`src/rtl/regwb_pkg.sv`:
```
// Shared widths and the queued-write entry type for the register-bank write-back sequencer.
package regwb_pkg;

    localparam int REG_AW = 3;
    localparam int REG_DW = 16;
    localparam int NREGS  = 8;

    typedef struct packed {
        logic [REG_AW-1:0] addr;
        logic [REG_DW-1:0] data;
    } regwb_entry_t;

    // Pointer-based circular buffers need one extra count bit to tell full from empty.
    function automatic int count_width(input int depth);
        return $clog2(depth) + 1;
    endfunction

endpackage

```
`src/rtl/regwb_fifo.sv`:
```
// Circular write-request FIFO: two ordered push ports, one pop port, and an age-ordered view
// of all entries (index 0 = head) so callers can scan pending destinations.
module regwb_fifo
    import regwb_pkg::*;
#(
    parameter  int DEPTH = 4,
    localparam int PW    = $clog2(DEPTH),
    localparam int CW    = count_width(DEPTH)
) (
    input  logic         clk,
    input  logic         rst_n,
    input  logic         push0_i,
    input  regwb_entry_t push0_entry_i,
    input  logic         push1_i,
    input  regwb_entry_t push1_entry_i,
    input  logic         pop_i,
    output logic [CW-1:0] count_o,
    output regwb_entry_t age_entry_o [DEPTH],
    output logic [DEPTH-1:0] age_valid_o
);

    regwb_entry_t  mem_q [DEPTH];
    logic [PW-1:0] wr_ptr_q, wr_ptr_d;
    logic [PW-1:0] rd_ptr_q, rd_ptr_d;
    logic [CW-1:0] count_q, count_d;
    logic [PW-1:0] wr_ptr_p1;
    logic [PW-1:0] push1_idx;

    assign wr_ptr_p1 = wr_ptr_q + PW'(1);
    // Port 1 lands behind port 0 when both push, keeping acceptance order.
    assign push1_idx = push0_i ? wr_ptr_p1 : wr_ptr_q;

    assign wr_ptr_d = wr_ptr_q + PW'(push0_i) + PW'(push1_i);
    assign rd_ptr_d = rd_ptr_q + PW'(pop_i);
    assign count_d  = count_q + CW'(push0_i) + CW'(push1_i) - CW'(pop_i);

    // NOTE: storage has no reset; validity comes solely from count_q, so stale data is never observed.
    always_ff @(posedge clk) begin
        if (push0_i) mem_q[wr_ptr_q]  <= push0_entry_i;
        if (push1_i) mem_q[push1_idx] <= push1_entry_i;
    end

    // NOTE: sequential state uses non-blocking assignments so every register samples pre-edge values.
    always_ff @(posedge clk or negedge rst_n) begin
        if (!rst_n) begin
            wr_ptr_q <= '0;
            rd_ptr_q <= '0;
            count_q  <= '0;
        end else begin
            wr_ptr_q <= wr_ptr_d;
            rd_ptr_q <= rd_ptr_d;
            count_q  <= count_d;
        end
    end

    always_comb begin
        for (int k = 0; k < DEPTH; k++) begin
            age_entry_o[k] = mem_q[rd_ptr_q + PW'(k)];
            age_valid_o[k] = (CW'(k) < count_q);
        end
    end

    assign count_o = count_q;

endmodule

```
`src/rtl/regwb_seq.sv`:
```
// Write-back sequencer for the 8x16 register bank: merges ALU (A) and load (B) writes through a
// FIFO, drains one write per clock, and publishes a pending scoreboard. Define REGWB_BYPASS_EN
// to enable the bypass lookup on ra1/ra2; otherwise the fwd* outputs are tied to zero.
module regwb_seq
    import regwb_pkg::*;
#(
    parameter int DEPTH = 4,
    parameter int DW    = REG_DW
) (
    input  logic              clk,
    input  logic              rst_n,
    input  logic              a_valid,
    output logic              a_ready,
    input  logic [REG_AW-1:0] a_addr,
    input  logic [DW-1:0]     a_data,
    input  logic              b_valid,
    output logic              b_ready,
    input  logic [REG_AW-1:0] b_addr,
    input  logic [DW-1:0]     b_data,
    output logic [REG_AW-1:0] Wa,
    output logic [DW-1:0]     Wd,
    output logic              Wen,
    output logic [NREGS-1:0]  pending,
    input  logic [REG_AW-1:0] ra1,
    input  logic [REG_AW-1:0] ra2,
    output logic              fwd1_hit,
    output logic              fwd2_hit,
    output logic [DW-1:0]     fwd1_data,
    output logic [DW-1:0]     fwd2_data
);

    localparam int CW = count_width(DEPTH);

    logic [CW-1:0]     count;
    regwb_entry_t      fifo_entry [DEPTH];
    logic [DEPTH-1:0]  fifo_valid;
    regwb_entry_t      a_entry, b_entry;
    logic              a_nz, b_nz;
    logic              a_push, b_push;
    logic              pop;

    logic              rdy_en_q;
    logic              wen_q, wen_d;
    logic [REG_AW-1:0] wa_q, wa_d;
    logic [DW-1:0]     wd_q, wd_d;

    assign a_nz = (a_addr != '0);
    assign b_nz = (b_addr != '0);

    // Readies hold low through reset and the first cycle after release.
    assign a_ready = rdy_en_q && (count < CW'(DEPTH));
    assign b_ready = rdy_en_q && ((count + CW'(a_valid && a_nz)) < CW'(DEPTH));

    // R0 writes are handshaken but never enter the queue.
    assign a_push = a_valid && a_ready && a_nz;
    assign b_push = b_valid && b_ready && b_nz;
    assign pop    = (count != '0);

    assign a_entry = '{addr: a_addr, data: REG_DW'(a_data)};
    assign b_entry = '{addr: b_addr, data: REG_DW'(b_data)};

    regwb_fifo #(.DEPTH(DEPTH)) u_fifo (
        .clk          (clk),
        .rst_n        (rst_n),
        .push0_i      (a_push),
        .push0_entry_i(a_entry),
        .push1_i      (b_push),
        .push1_entry_i(b_entry),
        .pop_i        (pop),
        .count_o      (count),
        .age_entry_o  (fifo_entry),
        .age_valid_o  (fifo_valid)
    );

    always_comb begin
        wen_d = pop;
        wa_d  = wa_q;
        wd_d  = wd_q;
        if (pop) begin
            wa_d = fifo_entry[0].addr;
            wd_d = DW'(fifo_entry[0].data);
        end
    end

    always_ff @(posedge clk or negedge rst_n) begin
        if (!rst_n) begin
            rdy_en_q <= 1'b0;
            wen_q    <= 1'b0;
            wa_q     <= '0;
            wd_q     <= '0;
        end else begin
            rdy_en_q <= 1'b1;
            wen_q    <= wen_d;
            wa_q     <= wa_d;
            wd_q     <= wd_d;
        end
    end

    assign Wen = wen_q;
    assign Wa  = wa_q;
    assign Wd  = wd_q;

    // NOTE: every combinational output gets a default first so no latch is inferred.
    always_comb begin
        pending = '0;
        if (wen_q) pending[wa_q] = 1'b1;
        for (int k = 0; k < DEPTH; k++) begin
            if (fifo_valid[k]) pending[fifo_entry[k].addr] = 1'b1;
        end
        pending[0] = 1'b0;
    end

`ifdef REGWB_BYPASS_EN
    // Output stage is older than every queued entry; later FIFO matches override it.
    always_comb begin
        fwd1_hit  = 1'b0;
        fwd1_data = '0;
        fwd2_hit  = 1'b0;
        fwd2_data = '0;
        if (ra1 != '0) begin
            if (wen_q && (wa_q == ra1)) begin
                fwd1_hit  = 1'b1;
                fwd1_data = wd_q;
            end
            for (int k = 0; k < DEPTH; k++) begin
                if (fifo_valid[k] && (fifo_entry[k].addr == ra1)) begin
                    fwd1_hit  = 1'b1;
                    fwd1_data = DW'(fifo_entry[k].data);
                end
            end
        end
        if (ra2 != '0) begin
            if (wen_q && (wa_q == ra2)) begin
                fwd2_hit  = 1'b1;
                fwd2_data = wd_q;
            end
            for (int k = 0; k < DEPTH; k++) begin
                if (fifo_valid[k] && (fifo_entry[k].addr == ra2)) begin
                    fwd2_hit  = 1'b1;
                    fwd2_data = DW'(fifo_entry[k].data);
                end
            end
        end
    end
`else
    logic unused_ra;
    assign unused_ra = ^{ra1, ra2};
    assign fwd1_hit  = 1'b0;
    assign fwd2_hit  = 1'b0;
    assign fwd1_data = '0;
    assign fwd2_data = '0;
`endif

endmodule

```
`config.mk`:
```
export PLATFORM = sky130hd
export DESIGN_NAME = regwb_seq
export DESIGN_NICKNAME = d
export VERILOG_FILES = /design/src/rtl/regwb_pkg.sv /design/src/rtl/regwb_fifo.sv /design/src/rtl/regwb_seq.sv
export SDC_FILE = /design/constraint.sdc
export NUM_CORES = 1
export LEC_CHECK = 0
export CAP_MARGIN = 15
export CORE_UTILIZATION = 55
export DETAILED_ROUTE_END_ITERATION = 10
export PLACE_DENSITY = 0.81
export SKIP_LAST_GASP = 1
export SLEW_MARGIN = 20
export SYNTH_ARGS = -nofsm -noshare
export SYNTH_HDL_FRONTEND = slang
export SYNTH_HIERARCHICAL = 1
export SYNTH_SLANG_ARGS = --single-unit
```
`constraint.sdc`:
```
create_clock -name clk -period 2.9 [get_ports clk]
set_input_delay 0.58 -clock clk [delete_from_list [all_inputs] [get_ports clk]]
set_output_delay 0.58 -clock clk [all_outputs]
set_load 0.02 [all_outputs]
```
; Word level (Yosys, flattened, before mapping)
; Memories as Yosys holds them, arrays and structs flattened.
; Cells that the tools add are included.
[word_totals]
regBits = 28
mem_bits_rw = 76
inputBits = 48
output_inout_bits = 64
word_cells = 74
n_memories = 1
[memory_table]
columns = name, depth, word_bits, rd, rd_ports_with_merged_regs, wr, line_no
row1 = u_fifo.mem_q, 4, 19, 4, 0, 2, regwb_fifo.sv:22  ; regwb_entry_t mem_q [DEPTH];
[classes]
add_sub_neg = 11
order_cmp = 16
mux = 20
bitwise = 4
reduce_logical = 15
[ops]
columns = op, n
row1 = $mux 8, 5
row2 = $or 8x8->8, 4
row3 = $lt 3x4->1 const B, 5
row4 = $demux 1 s3, 5
row5 = $ge 3x1->1 const B, 5
row6 = $logic_and 1x1->1, 12
row7 = $add 3x1->3, 3
row8 = $mux 1, 9
row9 = $reduce_bool 3->1, 3
row10 = $add 2x1->2, 3
row11 = $lt 1x3->1 const A, 2
row12 = $lt 2x3->1 const A, 2
row13 = $lt 3x3->1 const B, 2
row14 = $add 2x1->2 const B, 2
row15 = $add 2x2->2 const B, 2
row16 = $sub 3x1->3, 1
row17 = $mux 2, 1

; Logic depth before layout (Yosys ltp)
[logic_depth]
word_depth = 13
ltp_mapped = 9
ltp_nobuf = 9

; Cells and area by module
; Netlist, hierarchy kept.
[modules_own_cells]
columns = mod, instances, cells_each, area_per_inst_um2
row1 = regwb_fifo, 1, 305, 5544.1
row2 = regwb_seq, 1, 141, 1481.4

; Worst setup path after synthesis
; Ideal clock, no wire load.
[synth_timing]
kind = input port to flip-flop
start = in a_addr[1]
end = mem u_fifo/mem_q[3][0] (netlist bit), enable pin
setup_ns = 0.375
arrival_time_ns = 2.612
required_ns = 2.525
path_slack_ns = -0.086
path_stages = 7
n_path_buf = 1
cell_sequence = o31ai_1 -> nor3_1 -> nor3_1 -> inv_1 -> o41ai_2 -> buf_6 -> a21o_1
[synth_rtl]
columns = element, line_no
row1 = "start, declared", regwb_seq.sv:14  ; input logic [REG_AW-1:0] a_addr,
row2 = "end, declared", regwb_fifo.sv:22

==> results list <==
* Clock network fraction of design power: 0.129
- Number of hold violations in the final report: 0
- OpenSTA, run right after detailed placement, puts the worst setup slack at -0.359 ns.
- Setup crit end kind: primary output
- Cell count after synthesis: 396
- Count of filler cells inserted in the layout: 699
- Diode insertion count for antenna repair: 0
* Number of global-route vias before repair: 3742
- Dividing the final minimum period by the clock period gives 0.999.
- The area growth from synthesis to layout is 22.3%.
* Clock tree from TritonCTS: done
- Setup violations remaining at the end of the flow were counted as 0.
- Ratio of cells with drive above 1 in the final layout: 0.427
* Register area: 0.00299 mm2
* Pin count of the biggest net entering global routing: 20
- Global routing finished with a remaining overflow of 0.
* Hold Buf Count CTS: 0
- Of the total power, the share spent switching nets is 0.375.
* Layout Skew: 0.0147 ns
* Internal power consumption: 4.16 mW
* Hold slack: 0.506 ns
- PortBufs: 70
- Portion of total power attributed to combinational logic: 0.536
* CTS clk-pin slew, worst paths: 0.11 ns
- Averaged over all synthesized cells, the footprint is 15.0 um2.
- In the routed layout, each cell is associated on average with a via count of 5.68.
* Footprint of the multi-input gates: around 0.0027 mm2
- The clock passes through at most 2 buffers.
- At the end of routability-driven placement, the weighted congestion stood at 0.877.
* Number of remaining DRC errors: 0
- Counting the buffers created by CTS gives 9.
- Post-placement cell count: 624
* Unrepaired setup endpoints after global routing: yes
- Power share of the sequential group: 0.335
- The detail route stage leaves a number of antenna-violating nets equal to 0.
- Critical path startpoint category: flop
* Data required time at the worst endpoint: 2.32 ns
- Overall power after layout: roughly 6.7 mW
* Final setup margin: 0.00295 ns
- The analysis attributes to cell leakage a power of 2.74 nW.
- After synthesis the cells add up to 0.00593 mm2.
* Summed area of non-filler cells in the final layout: 0.00725 mm2
- Wire per inst: 18.7 um
* Critical path type: reg2out
- Number of detailed-routing iterations run before antenna repair: 4
* Detailed-route via count: 3667
- In this run the vertical extent of the chip is approximately 110 um.
- For this run, the number of Yosys warnings is 6.
* Overall die area: between 0.01 and 0.015 mm2
* Total global routing track utilization: 0.227
* Starting utilization of the core area: 0.572
- The initial antenna violation count came to 0.
* P_sw: 2.50 mW
- Worst min-delay path class: reg2reg
- Post-layout net count: 564
- Run status: completed
- In the final timing run, aggregate negative setup slack is 0 ns.
- The detailed router finished its first iteration with 201 violations.
- H-tree Lvls: 3
* Die width: ~110 um
* TritonCTS Sinks: 104
- Post-Layout Cell Count: about 650
- For this run, the share of the core covered by cells in the final layout is 0.699.
- Minimum clock period: between 2 and 3 ns
- Crit path arrival time: about 2.3 ns
- Max-cap check violation count: 0
* DRT Wirelength: 12100 um
* Final Slew Violations: 0
- Core Area: about 0.010 mm2
- VDD sags by at most 0.541 mV.
* First-pass GRT wire length: 18800 um
- Max Freq: 0.345 GHz
- The floorplan has 37 rows.
- Dividing total power by cell area gives a power density of 918 mW/mm2.
- Clock tree root buffer cell: clkbuf_8
- For the worst-skew pair, the clock arrives at the later sink with an insertion delay of 0.38 ns.
- Post-DP Area: between 0.006 and 0.007 mm2
* Boundary pin count: 112
- Of all nets on the critical path, the largest fanout is 10.
- Detailed placement finished with a half-perimeter wire length of 8610 um.
[per-layer routing]
layer	global-route usage	vias up	share of wire	wire [um]
met3	0.0507	27	0.046	554
met1	0.249	1824	0.38	4620
met5	0	-	0	0
met4	0.0972	0	0.028	342
li1	-	1683	-	-
met2	0.419	133	0.54	6590
[worst max-delay path: stages (launching register included)]
cell,delay (ns)
dfrtp_2,0.44
buf_12,0.15
mux4_2,0.59
nor4bb_2,0.37
nor4_2,0.08
o31ai_1,0.08
clkbuf_2,0.22
[sequential cells by signal (all words and copies together), names as in the netlist]
register and flops:
u_fifo/mem_q 76, Wd 16, Wa 3, u_fifo/count_o 3
u_fifo/rd_ptr_q 2, u_fifo/wr_ptr_q 2, Wen 1, rdy_en_q 1
[placed cells by master (no fill, tap or decap), drive strengths merged, types with 2 or more instances in the layout]
| master | instances |
|---|---|
| o31ai | 2 |
| clkbuf | 13 |
| clkdlybuf4s50 | 62 |
| nand4 | 9 |
| nor3 | 4 |
| dfrtp | 28 |
| nand2 | 8 |
| nor2 | 6 |
| nand3 | 2 |
| nor2b | 2 |
| mux4 | 28 |
| nand4b | 12 |
| clkinv | 2 |
| fa | 3 |
| o41ai | 2 |
| conb | 36 |
| o311ai | 2 |
| inv | 15 |
| ha | 8 |
| a21o | 4 |
| and4bb | 5 |
| edfxtp | 76 |
| buf | 60 |
| nor4bb | 5 |
| mux2 | 95 |
| xnor2 | 2 |
| a31oi | 4 |
[worst paths after layout]
path,slack [ns],cells after the start,start,end
min in group asynchronous,0.52,2,rst_n,Wd[5]$_DFFE_PN0P_
max reg2reg,0.38,8,u_fifo/count_o[0]$_DFF_PN0_,u_fifo/mem_q[1][14]$_DFFE_PP_
max in group asynchronous,2.11,2,rst_n,u_fifo/rd_ptr_q[0]$_DFF_PN0_
max,0.003,6,u_fifo/rd_ptr_q[1]$_DFF_PN0_,pending[1]
min reg2reg,0.51,1,Wd[2]$_DFFE_PN0P_,Wd[2]$_DFFE_PN0P_
min,0.51,1,Wd[2]$_DFFE_PN0P_,Wd[2]$_DFFE_PN0P_
[final cells by class]
cell class | count | share of cell area
flip-flops and latches | 104 | 0.412
multi-input cells | 251 | 0.368
repair buffers | 127 | 0.166
well taps | 136 | 0.0235
clock buffers | 10 | 0.0176
clock inverters | 6 | 0.00690
inverters | 12 | 0.00621
[what timing repair did]
action                     4_1_cts  5_1_grt
gates cloned                     1        0
setup endpoints to repair        8       18
resized for setup               22       15
buffers inserted                 4        1
[power by group through the flow]
| stage | Sequential (mW) | Combinational [mW] | Clock (mW) |
|---|---|---|---|
| after detailed placement | 2.28 | 3.48 | 0 |
| after CTS | 2.23 | 3.57 | 0.876 |
| after global placement | 2.26 | 3.39 | 0 |
| final | 2.23 | 3.57 | 0.857 |
| after global routing | 2.27 | 3.82 | 0.932 |
| after floorplan | 2.37 | 2.13 | 0 |
(Power assumes the default switching activity.)
